$ cat src/rtl/mem_arbiter_pkg.sv
// Shared definitions for the memory-port arbiter: FSM state codes, owner codes
// and default geometry.
package mem_arbiter_pkg;

  localparam logic [1:0] ST_IDLE = 2'd0;
  localparam logic [1:0] ST_BUSY = 2'd1;
  localparam logic [1:0] ST_DONE = 2'd2;

  localparam logic OWN_I = 1'b0;
  localparam logic OWN_D = 1'b1;

  localparam int DEF_ADDR_W      = 32;
  localparam int DEF_LINE_W      = 128;
  localparam int DEF_MEM_LATENCY = 5;
  localparam int DEF_CNT_W       = 4;

endpackage

$ cat src/rtl/mem_lat_counter.sv
// Memory latency down-counter: load, decrement, zero flag.
module mem_lat_counter #(
  parameter int CNT_W = 4
) (
  input  logic             clk,
  input  logic             reset,
  input  logic             load,
  input  logic [CNT_W-1:0] load_val,
  input  logic             dec,
  output logic             zero
);

  logic [CNT_W-1:0] cnt_q, cnt_d;

  always_comb begin
    cnt_d = cnt_q;
    if (load)
      cnt_d = load_val;
    else if (dec && cnt_q != '0)
      cnt_d = cnt_q - CNT_W'(1);
  end

  always_ff @(posedge clk) begin
    if (reset) cnt_q <= '0;
    else       cnt_q <= cnt_d;
  end

  assign zero = (cnt_q == '0);

endmodule

$ cat src/rtl/mem_arbiter.sv
// Shares the main-memory port between I-cache and D-cache refills/writebacks,
// holding the access for MEM_LATENCY cycles and pulsing done one cycle later.
module mem_arbiter
  import mem_arbiter_pkg::*;
#(
  parameter int ADDR_W      = DEF_ADDR_W,
  parameter int LINE_W      = DEF_LINE_W,
  parameter int MEM_LATENCY = DEF_MEM_LATENCY,
  parameter int CNT_W       = DEF_CNT_W
) (
  input  logic              clk,
  input  logic              reset,
  input  logic              ic_req,
  input  logic [ADDR_W-1:0] ic_addr,
  output logic [LINE_W-1:0] ic_rdata,
  output logic              ic_done,
  input  logic              dc_req,
  input  logic              dc_we,
  input  logic [ADDR_W-1:0] dc_addr,
  input  logic [LINE_W-1:0] dc_wdata,
  output logic [LINE_W-1:0] dc_rdata,
  output logic              dc_done,
  output logic              mem_req,
  output logic              mem_we,
  output logic [ADDR_W-1:0] mem_addr,
  output logic [LINE_W-1:0] mem_wdata,
  input  logic [LINE_W-1:0] mem_rdata,
  output logic              busy
);

  localparam logic [CNT_W-1:0] LAT_M1 = CNT_W'(MEM_LATENCY - 1);

  logic [1:0]        state_q, state_d;
  logic              owner_q, owner_d;
  logic              last_owner_q, last_owner_d;
  logic [ADDR_W-1:0] addr_q, addr_d;
  logic              we_q, we_d;
  logic [LINE_W-1:0] wdata_q, wdata_d;
  logic [LINE_W-1:0] ic_rdata_q, ic_rdata_d;
  logic [LINE_W-1:0] dc_rdata_q, dc_rdata_d;
  logic              pick_d;
  logic              cnt_load, cnt_dec, cnt_zero;

  mem_lat_counter #(.CNT_W(CNT_W)) u_lat_cnt (
    .clk      (clk),
    .reset    (reset),
    .load     (cnt_load),
    .load_val (LAT_M1),
    .dec      (cnt_dec),
    .zero     (cnt_zero)
  );

  always_comb begin
    state_d      = state_q;
    owner_d      = owner_q;
    last_owner_d = last_owner_q;
    addr_d       = addr_q;
    we_d         = we_q;
    wdata_d      = wdata_q;
    ic_rdata_d   = ic_rdata_q;
    dc_rdata_d   = dc_rdata_q;
    pick_d       = 1'b0;
    cnt_load     = 1'b0;
    cnt_dec      = 1'b0;
    case (state_q)
      ST_IDLE: begin
        if (ic_req || dc_req) begin
          // D wins ties unless it owned the previous transaction
          pick_d       = dc_req && (!ic_req || last_owner_q == OWN_I);
          owner_d      = pick_d ? OWN_D : OWN_I;
          last_owner_d = pick_d ? OWN_D : OWN_I;
          addr_d       = pick_d ? dc_addr : ic_addr;
          we_d         = pick_d && dc_we;
          wdata_d      = pick_d ? dc_wdata : '0;
          cnt_load     = 1'b1;
          state_d      = ST_BUSY;
        end
      end
      ST_BUSY: begin
        if (cnt_zero) begin
          if (!we_q) begin
            if (owner_q == OWN_D) dc_rdata_d = mem_rdata;
            else                  ic_rdata_d = mem_rdata;
          end
          state_d = ST_DONE;
        end else begin
          cnt_dec = 1'b1;
        end
      end
      ST_DONE: state_d = ST_IDLE;
      default: state_d = ST_IDLE;
    endcase
  end

  always_ff @(posedge clk) begin
    if (reset) begin
      state_q      <= ST_IDLE;
      owner_q      <= OWN_I;
      last_owner_q <= OWN_I;
      addr_q       <= '0;
      we_q         <= 1'b0;
      wdata_q      <= '0;
      ic_rdata_q   <= '0;
      dc_rdata_q   <= '0;
    end else begin
      state_q      <= state_d;
      owner_q      <= owner_d;
      last_owner_q <= last_owner_d;
      addr_q       <= addr_d;
      we_q         <= we_d;
      wdata_q      <= wdata_d;
      ic_rdata_q   <= ic_rdata_d;
      dc_rdata_q   <= dc_rdata_d;
    end
  end

  assign busy      = (state_q != ST_IDLE);
  assign mem_req   = (state_q == ST_BUSY);
  assign mem_we    = mem_req && cnt_zero && we_q;
  assign mem_addr  = mem_req ? addr_q  : '0;
  assign mem_wdata = mem_req ? wdata_q : '0;
  assign ic_done   = (state_q == ST_DONE) && (owner_q == OWN_I);
  assign dc_done   = (state_q == ST_DONE) && (owner_q == OWN_D);
  assign ic_rdata  = ic_rdata_q;
  assign dc_rdata  = dc_rdata_q;

endmodule

$ cat config.mk
export PLATFORM = sky130hd
export DESIGN_NAME = mem_arbiter
export DESIGN_NICKNAME = d
export VERILOG_FILES = /design/src/rtl/mem_arbiter_pkg.sv /design/src/rtl/mem_lat_counter.sv /design/src/rtl/mem_arbiter.sv
export SDC_FILE = /design/constraint.sdc
export NUM_CORES = 1
export LEC_CHECK = 0
export ABC_CLOCK_PERIOD_IN_PS = 5950
export CAP_MARGIN = 40
export CORE_AREA = 2 2 287 289
export CTS_CLUSTER_DIAMETER = 100
export DETAILED_ROUTE_END_ITERATION = 8
export DIE_AREA = 0 0 289 291
export PLACE_DENSITY = 0.41
export SLEW_MARGIN = 20
export SYNTH_ARGS = -nofsm -noshare
export SYNTH_HDL_FRONTEND = slang
export SYNTH_SLANG_ARGS = --single-unit
export TNS_END_PERCENT = 100
$ cat constraint.sdc
create_clock -name clk -period 5.95 [get_ports clk]
set_input_delay 1.785 -clock clk [delete_from_list [all_inputs] [get_ports clk]]
set_output_delay 1.785 -clock clk [all_outputs]
set_load 0.005 [all_outputs]
==> results of run 1 <==
## placed cells by master, fill, tap and decap left out, types with 2 or more instances in the layout
cell type | netlist | routed
clkdlybuf4s50_1 | 0 | 744
nand2_1 | 513 | 513
dfxtp_1 | 424 | 424
a21oi_1 | 257 | 257
and2_1 | 160 | 160
a22o_1 | 129 | 129
clkbuf_16 | 0 | 52
mux2i_1 | 33 | 33
o2bb2ai_1 | 32 | 32
clkbuf_8 | 0 | 16
clkbuf_1 | 65 | 12
nor2_1 | 9 | 8
diode_2 | 0 | 6
clkinv_2 | 0 | 6
buf_12 | 0 | 6
buf_4 | 20 | 5
inv_1 | 5 | 4
bufinv_16 | 0 | 4
buf_16 | 0 | 4
nor3b_1 | 4 | 3
or2_2 | 2 | 2
xnor2_1 | 2 | 2
nor3_1 | 2 | 2
nor4_4 | 0 | 2
or4_4 | 1 | 2
ha_1 | 2 | 2
## power by group through the flow
stage	combinational (µW)	sequential, µW	clock [µW]
finish	1210	3180	3280
global route	1320	3200	3510
CTS	1240	3190	3390
detailed placement	1240	3240	0
global placement	1200	3250	0
floorplan	516	3190	0
## per-stage QoR
| stage | setup slack, ns | hold slack [ns] | utilization | power, µW | instance area, µm² |
|---|---|---|---|---|---|
| final | 0.937 | 0.452 | 0.315 | 7670 | 25600 |
| after global routing | 0.667 | 0.469 | 0.315 | 8030 | 25600 |
| after CTS | 0.852 | 0.453 | 0.315 | 7820 | 25600 |
| after detailed placement | 1.54 | 0.441 | 0.293 | 4480 | 23800 |
| after global placement | 1.30 | 0.441 | 0.292 | 4450 | 23700 |
| after floorplan | 2.90 | 0.424 | - | 3710 | 15400 |
## logic make-up after synthesis
logic type / Yosys count / synth area share
flip-flops: 424 / 0.551
adder cells (fa/ha/maj): 2 / 0.00162
multiplexers: 33 / 0.0214
AND/OR/NAND/NOR: 699 / 0.201
AO/OA/AOI/OAI: 422 / 0.177
buffers and inverters: 147 / 0.0477
XOR/XNOR: 2 / 0.00114
## layer usage
layer | up-vias | global-route usage
met1 | 6793 | 0.176
met5 | - | 0
met3 | 107 | 0.0651
met2 | 571 | 0.268
met4 | 12 | 0.0471
li1 | 7116 | -
## how the worst min path moves through the flow
stage                                     startpoint                         end  slack (ns)
after global placement     dc_rdata[70]$_SDFFE_PP0P_   dc_rdata[70]$_SDFFE_PP0P_        0.44
after global routing       dc_rdata[60]$_SDFFE_PP0P_   dc_rdata[60]$_SDFFE_PP0P_        0.47
after CTS                 dc_rdata[119]$_SDFFE_PP0P_  dc_rdata[119]$_SDFFE_PP0P_        0.45
final                      dc_rdata[30]$_SDFFE_PP0P_   dc_rdata[30]$_SDFFE_PP0P_        0.45
after floorplan               addr_q[0]$_SDFFE_PP0P_      addr_q[0]$_SDFFE_PP0P_        0.42
after detailed placement     addr_q[23]$_SDFFE_PP0P_     addr_q[23]$_SDFFE_PP0P_        0.44
## worst max-delay path, cell delays in order, from the launching register on
cell and delay (ns):
dfxtp_1 0.34, nand2b_1 0.36, clkinv_2 0.62, buf_4 0.52
and2_1 0.27, clkdlybuf4s50_1 0.45
## area by class of cell
class                      count  area, µm²
fill                        8453      55600
sequential                   424       8490
timing repair buffer         761       7740
multi-input combinational   1158       6230
clock buffer                  79       1550
tap                         1070       1340
clock inverter                15        218
inverter                       5       20.0
antenna                        6       15.0
## state kept, by name, indices dropped and copies added (netlist names)
signal and flops:
ic_rdata 128, u_lat_cnt.cnt_q 4, addr_q 32, last_owner_q 1, state_q 2, dc_rdata 128, wdata_q 128, we_q 1
## Yosys cell counts, drive strengths merged
cell,n,area share
o21ai,1,0.00032
nor3,2,0.00065
nor4,2,0.0016
o2bb2ai,32,0.018
inv,5,0.0012
a211oi,1,0.00049
a21boi,1,0.00049
and2,160,0.065
dfxtp,424,0.55
or3b,1,0.00073
or4,2,0.0012
nand3,1,0.00032
buf,77,0.031
nand2,513,0.12
clkbuf,65,0.016
and3,1,0.00041
a22o,129,0.073
or2,2,0.00081
ha,2,0.0016
xnor2,2,0.0011
nor2,9,0.0022
mux2i,33,0.021
nand2b,1,0.00041
or3,1,0.00041
nor3b,4,0.0019
a21oi,257,0.083
a21o,1,0.00049
==> results by group, run 1 <==
Route
  • Drt first-iter violations: between 500 and 600
  • Drt pass-1 iters: 5
  • Uppermost layer routed: met5
  • WL/cell: between 15 and 20 µm
  • Via Count: between 10000 and 15000
  • DRC: 0
  • Routed Antenna Nets: 0
  • Via density: 4.15
  • Routed wire length: between 60 and 70 mm
  • Detail Route met3 WL: 7.00 mm
  • M1 WL: between 20 and 30 mm
  • Wire length on met2: roughly 34 mm

Timing
  • Max Fclk: about 200 MHz
  • Final Setup Violations: 0
  • Slew Limit Fails: 0
  • TNS Setup: 0 ns
  • Minimum clock period: between 5 and 6 ns
  • Slew headroom: 0.402
  • Worst slew pin tran: 0.897 ns
  • RSZ-0062 raised after global routing: false
  • Final Hold Fails: 0
  • Final Cycle Share: 0.842
  • Final Skew: around 0.015 ns

Layout
  • Nets: between 2000 and 3000
  • Layout cell share with drive strength beyond 1: 0.0450
  • Area growth, synth to finish: 66.2%
  • Final Non-Filler Cells: about 3500

Setup path
  • Critical Path RT: between 4 and 5 ns
  • R2R Path Start: u_lat_cnt.cnt_q[0]$_SDFFE_PP0P_
  • CP Launch Type: register
  • R2r setup slk: between 3 and 4 ns
  • Worst reg2reg path depth: 8
  • CP Capture Type: output port
  • Reg-to-reg critical path endpoint: dc_rdata[44]$_SDFFE_PP0P_
  • Worst setup path class: register to output port
  • CP Max Fanout: 82
  • Worst Path Arrival: between 3 and 4 ns
  • CP Capture Point: mem_addr[17]
  • Critical Path Start: state_q[1]$_SDFFE_PP0P_

Clock network
  • Maximum root-to-sink buffer count: 3
  • CTS tree: yes
  • Clk sink count: between 400 and 500
  • Cts hold-fix bufs: 0
  • Setup Fix Bufs, Post-CTS: 0
  • Post_cts resized: 0
  • Worst-Skew Late Latency: approximately 0.6 ns
  • Worst-path clk slew: about 0.060 ns
  • CTS root buf: clkbuf_16
  • H-tree Lvls: 2
  • Total CTS buffers: 52

Power and ir drop
  • Total internal power: approximately 5700 µW
  • Clock Power Share: 0.427
  • PD cells: ~300 nW/µm²
  • Comb power frac: 0.158
  • Flop pwr share: 0.415
  • Leakage: approximately 0.0090 µW
  • Net Switching: 2010 µW
  • Switching Fraction: 0.262
  • VDD IR-drop max: roughly 0.19 mV

Global route
  • Total GRT Usage: 0.157
  • Initial antenna violation count: 13
  • Pin count of the biggest net entering global routing: around 200
  • Grt total ovfl: 0
  • Vias in the first global route: around 15000
  • First-pass GRT wire length: 99.0 mm

Synthesis
  • Netlist cell types: 31
  • Synth Instances: 1729
  • Number of synthesized register bits: around 420
  • Register area share after synthesis: 0.551
  • Mapped cell area: 15400 µm²
  • Avg Cell Area, Syn: approximately 8.9 µm²
  • Yosys warns: 0
  • Syn_nets: approximately 2100

Floorplanning
  • # IOs: around 750
  • Effective utilization at floorplan: 0.190
  • Die X: approximately 290 µm
  • Rows: 105
  • Die area: around 84000 µm²
  • Core box area: between 80000 and 90000 µm²
  • Die H: 291 µm

Outcome
  • Status: finished clean

Placed design
  • Port Buf Inserts: roughly 750
  • HPWL Detailed: between 50 and 60 mm
  • Placed Cells: between 3000 and 4000
  • RD Place Congestion: between 0.8 and 0.9

Min path
  • Hold Path Class: register to register
  • WHS Path Cells: 2

Job
  • Max cap viols: 0
Power figures use the tool's default switching activity.
==> run 2, diff against run 1 <==
--- a/config.mk
+++ b/config.mk
@@ -5,12 +5,12 @@
 export SDC_FILE = /design/constraint.sdc
 export NUM_CORES = 1
 export LEC_CHECK = 0
-export ABC_CLOCK_PERIOD_IN_PS = 5950
+export ABC_CLOCK_PERIOD_IN_PS = 4430
 export CAP_MARGIN = 40
-export CORE_AREA = 2 2 287 289
+export CORE_AREA = 2 2 294 296
 export CTS_CLUSTER_DIAMETER = 100
 export DETAILED_ROUTE_END_ITERATION = 8
-export DIE_AREA = 0 0 289 291
+export DIE_AREA = 0 0 296 298
 export PLACE_DENSITY = 0.41
 export SLEW_MARGIN = 20
 export SYNTH_ARGS = -nofsm -noshare
==> constraint.sdc (replaced) <==
create_clock -name clk -period 4.43 [get_ports clk]
set_input_delay 1.329 -clock clk [delete_from_list [all_inputs] [get_ports clk]]
set_output_delay 1.329 -clock clk [all_outputs]
set_load 0.005 [all_outputs]
==> results by group, run 2 (synthesis results as in run 1) <==
Clock network
  • Total CTS buffers: 54
  • Post_cts resized: 0
  • CTS root buf: clkbuf_16
  • Setup Fix Bufs, Post-CTS: 0
  • Maximum root-to-sink buffer count: 3
  • H-tree Lvls: 2
  • Worst-Skew Late Latency: 0.60 ns
  • Cts hold-fix bufs: 0
  • Clk sink count: ~420
  • Worst-path clk slew: around 0.060 ns
  • CTS tree: yes

Placed design
  • Pre-CTS WS: ~0.88 ns
  • Placed Cells: about 3500
  • HPWL Detailed: between 50 and 60 mm
  • Port Buf Inserts: around 750
  • RD Place Congestion: a little over 0.8

Layout
  • Layout cell share with drive strength beyond 1: 0.0449
  • Nets: about 2700
  • Final Non-Filler Cells: about 3600
  • Post-layout util: 0.302
  • Area growth, synth to finish: 66.5%
  • Most common cell after layout, fill and taps aside: clkdlybuf4s50_1
  • Most frequent cells in the layout: 744 x clkdlybuf4s50_1, 513 x nand2_1, 424 x dfxtp_1

Setup path
  • Worst setup path class: register to output port
  • Worst Path Arrival: 2.83 ns
  • CP Capture Type: output port
  • CP Launch Type: register
  • Critical Path RT: a little over 3 ns
  • CP Max Fanout: 60

Global route
  • Grt total ovfl: 0
  • Vias in the first global route: about 15000
  • Total GRT Usage: 0.157
  • Initial antenna violation count: 22
  • First-pass GRT wire length: 103 mm
  • Pin count of the biggest net entering global routing: 163

Timing
  • Slew headroom: 0.424
  • Max Fclk: around 240 MHz
  • RSZ-0062 raised after global routing: false
  • TNS Setup: 0 ns
  • Minimum clock period: 4.16 ns
  • Final Setup Violations: 0
  • Final setup margin: ~0.27 ns
  • Worst slew pin tran: 0.864 ns
  • Final Skew: roughly 0.027 ns
  • Slew Limit Fails: 0
  • Final Hold Fails: 0
  • Final Cycle Share: 0.939

Outcome
  • Status: finished clean

Floorplanning
  • Core box area: around 85000 µm²
  • Effective utilization at floorplan: 0.182
  • Die area: roughly 88000 µm²
  • # IOs: 746
  • Rows: ~110
  • Die X: 296 µm
  • Die H: 298 µm

Route
  • Drt pass-1 iters: 5
  • Routed Antenna Nets: 0
  • DRC: 0
  • Drt first-iter violations: slightly above 600
  • WL/cell: slightly above 20 µm
  • Routed wire length: 72.8 mm
  • Via density: a little over 4
  • Via Count: around 15000

Power and ir drop
  • Leakage: about 0.0090 µW
  • VDD IR-drop max: roughly 0.23 mV
  • PD cells: between 400 and 500 nW/µm²

Job
  • Max cap viols: 0

Min path
  • Hold Path Class: register to register
run 2: cell types whose count changed in the layout (fill, tap and decap cells not counted), sizes merged:
cell | before | now
buf | 16 | 21
clkbuf | 80 | 82
bufinv | 4 | 3
diode | 6 | 5
run 2: layout make-up:
cell class / count / area, µm²
Fill cell: 9075 / 59200
Sequential cell: 424 / 8490
Timing Repair Buffer: 765 / 7730
Multi-Input combinational cell: 1158 / 6230
Clock buffer: 82 / 1570
Tap cell: 1144 / 1430
Clock inverter: 14 / 180
Inverter: 5 / 21.3
Antenna cell: 5 / 12.5
run 2: path summary, 6_finish.rpt:
path | start | endpoint | slack [ns] | depth (start not counted)
hold / removal | dc_rdata[9]$_SDFFE_PP0P_ | dc_rdata[9]$_SDFFE_PP0P_ | 0.45 | 2
setup reg to reg | u_lat_cnt.cnt_q[0]$_SDFFE_PP0P_ | ic_rdata[51]$_SDFFE_PP0P_ | 1.85 | 8
setup / recovery | state_q[1]$_SDFFE_PP0P_ | mem_wdata[78] | 0.27 | 5
hold reg to reg | dc_rdata[9]$_SDFFE_PP0P_ | dc_rdata[9]$_SDFFE_PP0P_ | 0.45 | 2
run 2: metrics by stage:
stage / instance area [µm²] / hold slack [ns] / total power (µW)
3_3_place_gp: 23800 / 0.436 / 6010
6_report: 25700 / 0.451 / 10300
4_1_cts: 25600 / 0.454 / 10500
5_1_grt: 25700 / 0.467 / 10800
3_5_place_dp: 23900 / 0.442 / 6010
2_1_floorplan: 15400 / 0.424 / 4980
run 2: worst max-delay path: stages, from the launching register on:
cell and delay, ns:
dfxtp_1 0.32, nand2b_1 0.32, inv_4 0.51, buf_4 0.35, and2_1 0.17, clkdlybuf4s50_1 0.50
run 2: per-layer routing:
metal | routed length (µm) | global-route usage
met4 | 2570 | 0.0570
met5 | 246 | 0
met2 | 35300 | 0.274
met3 | 8250 | 0.0749
met1 | 26400 | 0.163
run 2: power by group:
part / leakage [µW] / switching (µW) / internal [µW]
registers: 0.00345 / 191 / 4090
logic: 0.00469 / 781 / 853
clock network: 0.000854 / 1760 / 2610
==> run 3, diff against run 2 <==
--- a/config.mk
+++ b/config.mk
@@ -5,13 +5,13 @@
 export SDC_FILE = /design/constraint.sdc
 export NUM_CORES = 1
 export LEC_CHECK = 0
-export ABC_CLOCK_PERIOD_IN_PS = 4430
+export ABC_CLOCK_PERIOD_IN_PS = 4350
 export CAP_MARGIN = 40
-export CORE_AREA = 2 2 294 296
+export CORE_AREA = 2 2 288 290
 export CTS_CLUSTER_DIAMETER = 100
 export DETAILED_ROUTE_END_ITERATION = 8
-export DIE_AREA = 0 0 296 298
-export PLACE_DENSITY = 0.41
+export DIE_AREA = 0 0 290 292
+export PLACE_DENSITY = 0.4
 export SLEW_MARGIN = 20
 export SYNTH_ARGS = -nofsm -noshare
 export SYNTH_HDL_FRONTEND = slang
==> constraint.sdc (replaced) <==
create_clock -name clk -period 4.35 [get_ports clk]
set_input_delay 1.305 -clock clk [delete_from_list [all_inputs] [get_ports clk]]
set_output_delay 1.305 -clock clk [all_outputs]
set_load 0.005 [all_outputs]
==> results by group, run 3 (synthesis results as in run 1) <==
Job
  • Max cap viols: 0

Global route
  • Initial antenna violation count: 26
  • First-pass GRT wire length: between 100 and 150 mm
  • Pin count of the biggest net entering global routing: around 160
  • Vias in the first global route: between 15000 and 20000
  • Grt total ovfl: 0
  • Total GRT Usage: 0.165

Timing
  • Final Cycle Share: 0.898
  • Minimum clock period: around 3.9 ns
  • Final Skew: around 0.019 ns
  • Final Hold Fails: 0
  • TNS Setup: 0 ns
  • Slew Limit Fails: 0
  • Worst hold slack: 0.452 ns
  • Slew headroom: 0.450
  • Max Fclk: between 200 and 300 MHz
  • Worst slew pin tran: ~0.82 ns
  • Final Setup Violations: 0
  • RSZ-0062 raised after global routing: false

Route
  • DRC: 0
  • WL/cell: slightly above 20 µm
  • Drt pass-1 iters: 4
  • Via Count: roughly 15000
  • Routed wire length: 72.7 mm
  • Routed Antenna Nets: 0
  • Drt first-iter violations: 730
  • Via density: ~4.2

Floorplanning
  • Die area: 84700 µm²
  • Die X: around 290 µm
  • Effective utilization at floorplan: 0.189
  • Die H: 292 µm
  • Core box area: around 80000 µm²
  • Rows: around 110
  • # IOs: approximately 750

Layout
  • Multi-input logic area: between 6000 and 7000 µm²
  • Area growth, synth to finish: 65.8%
  • Most frequent cells in the layout: 744 x clkdlybuf4s50_1, 513 x nand2_1, 424 x dfxtp_1
  • FF/Latch Area: 8490 µm²
  • Nets: roughly 2700
  • Layout cell share with drive strength beyond 1: 0.0458
  • Most common cell after layout, fill and taps aside: clkdlybuf4s50_1
  • Fillers: ~8500

Min path
  • Hold Path Class: register to register
  • Hold worst-path end: dc_rdata[74]$_SDFFE_PP0P_
  • WHS Path Cells: 2
  • Hold wc startpoint: dc_rdata[74]$_SDFFE_PP0P_

Setup path
  • Worst reg2reg path depth: 7
  • Worst setup path class: register to output port
  • CP Capture Type: output port
  • R2R Path Start: u_lat_cnt.cnt_q[0]$_SDFFE_PP0P_
  • Reg-to-reg critical path endpoint: dc_rdata[109]$_SDFFE_PP0P_
  • CP Launch Type: register
  • Critical Path RT: just over 3 ns
  • CP Max Fanout: about 130
  • Worst Path Arrival: approximately 2.6 ns
  • R2r setup slk: around 1.7 ns

Clock network
  • Worst-path clk slew: ~0.060 ns
  • H-tree Lvls: 2
  • Post_cts resized: 0
  • Cts hold-fix bufs: 0
  • CTS root buf: clkbuf_16
  • CTS tree: yes
  • Clk sink count: about 420
  • Total CTS buffers: 54
  • Setup Fix Bufs, Post-CTS: 0
  • Worst-Skew Late Latency: ~0.6 ns
  • Maximum root-to-sink buffer count: 3

Placed design
  • RD Place Congestion: roughly 0.80
  • HPWL Detailed: roughly 52 mm
  • Port Buf Inserts: approximately 750

Power and ir drop
  • PD cells: 408 nW/µm²
  • VDD IR-drop max: around 0.22 mV
  • Leakage: approximately 0.0090 µW

Outcome
  • Status: finished clean
[run 3: changes by cell type in the layout (fill, tap and decap cells not counted), sizes merged]
| cell | change |
|---|---|
| clkinvlp | +2 |
| clkbuf | +2 |
| bufinv | -2 |
| buf | -4 |
[run 3: through the flow]
stage / instances / total power, µW / cell area, µm² / utilization / worst slack (ns)
6_report: 3521 / 10400 / 25500 / 0.313 / 0.444
5_1_grt: 3519 / 10900 / 25500 / 0.313 / 0.318
4_1_cts: 3516 / 10700 / 25500 / 0.313 / 0.398
3_5_place_dp: 3419 / 6140 / 23800 / 0.292 / 1.07
3_3_place_gp: 3419 / 6130 / 23800 / 0.292 / 1.04
2_1_floorplan: 1729 / 5070 / 15400 / - / 1.78
[run 3: metal layers]
| layer | wire [µm] | global-route usage | up-vias | share of wire |
|---|---|---|---|---|
| li1 | - | - | 7126 | - |
| met1 | 28300 | 0.180 | 6891 | 0.39 |
| met2 | 34500 | 0.280 | 559 | 0.48 |
| met3 | 7270 | 0.0773 | 148 | 0.10 |
| met4 | 2340 | 0.0578 | 44 | 0.032 |
| met5 | 281 | 0 | - | 0.0039 |
[run 3: power breakdown]
part / leakage, µW / internal, µW / switching [µW]
clock: 0.000852 / 2610 / 1790
sequential: 0.00345 / 4160 / 194
combinational: 0.00467 / 868 / 795
total: 0.00897 / 7650 / 2780
[run 3: critical path: stages, from the launching register on]
cell and delay (ns):
dfxtp_1 0.32, nand2b_1 0.30, clkinv_2 0.14, buf_12 0.30
and2_1 0.19, clkdlybuf4s50_1 0.65
[run 3: final cells by class]
type | instances | area share
clock buffer | 83 | 0.0635
clock inverter | 14 | 0.00470
sequential | 424 | 0.332
inverter | 5 | 0.000784
timing repair buffer | 762 | 0.302
multi-input combinational | 1158 | 0.244
antenna | 5 | 0.000490
tap | 1070 | 0.0524
[run 3: worst max-delay path by stage]
stage / start / end / slack, ns / cells after the start
2_1_floorplan: state_q[1]$_SDFFE_PP0P_ / mem_wdata[117] / 1.78 / 5
3_3_place_gp: state_q[1]$_SDFFE_PP0P_ / mem_wdata[56] / 1.04 / 5
3_5_place_dp: state_q[1]$_SDFFE_PP0P_ / mem_wdata[72] / 1.07 / 5
4_1_cts: state_q[1]$_SDFFE_PP0P_ / mem_wdata[56] / 0.40 / 5
5_1_grt: state_q[1]$_SDFFE_PP0P_ / mem_wdata[72] / 0.32 / 5
6_report: state_q[1]$_SDFFE_PP0P_ / mem_wdata[72] / 0.44 / 5
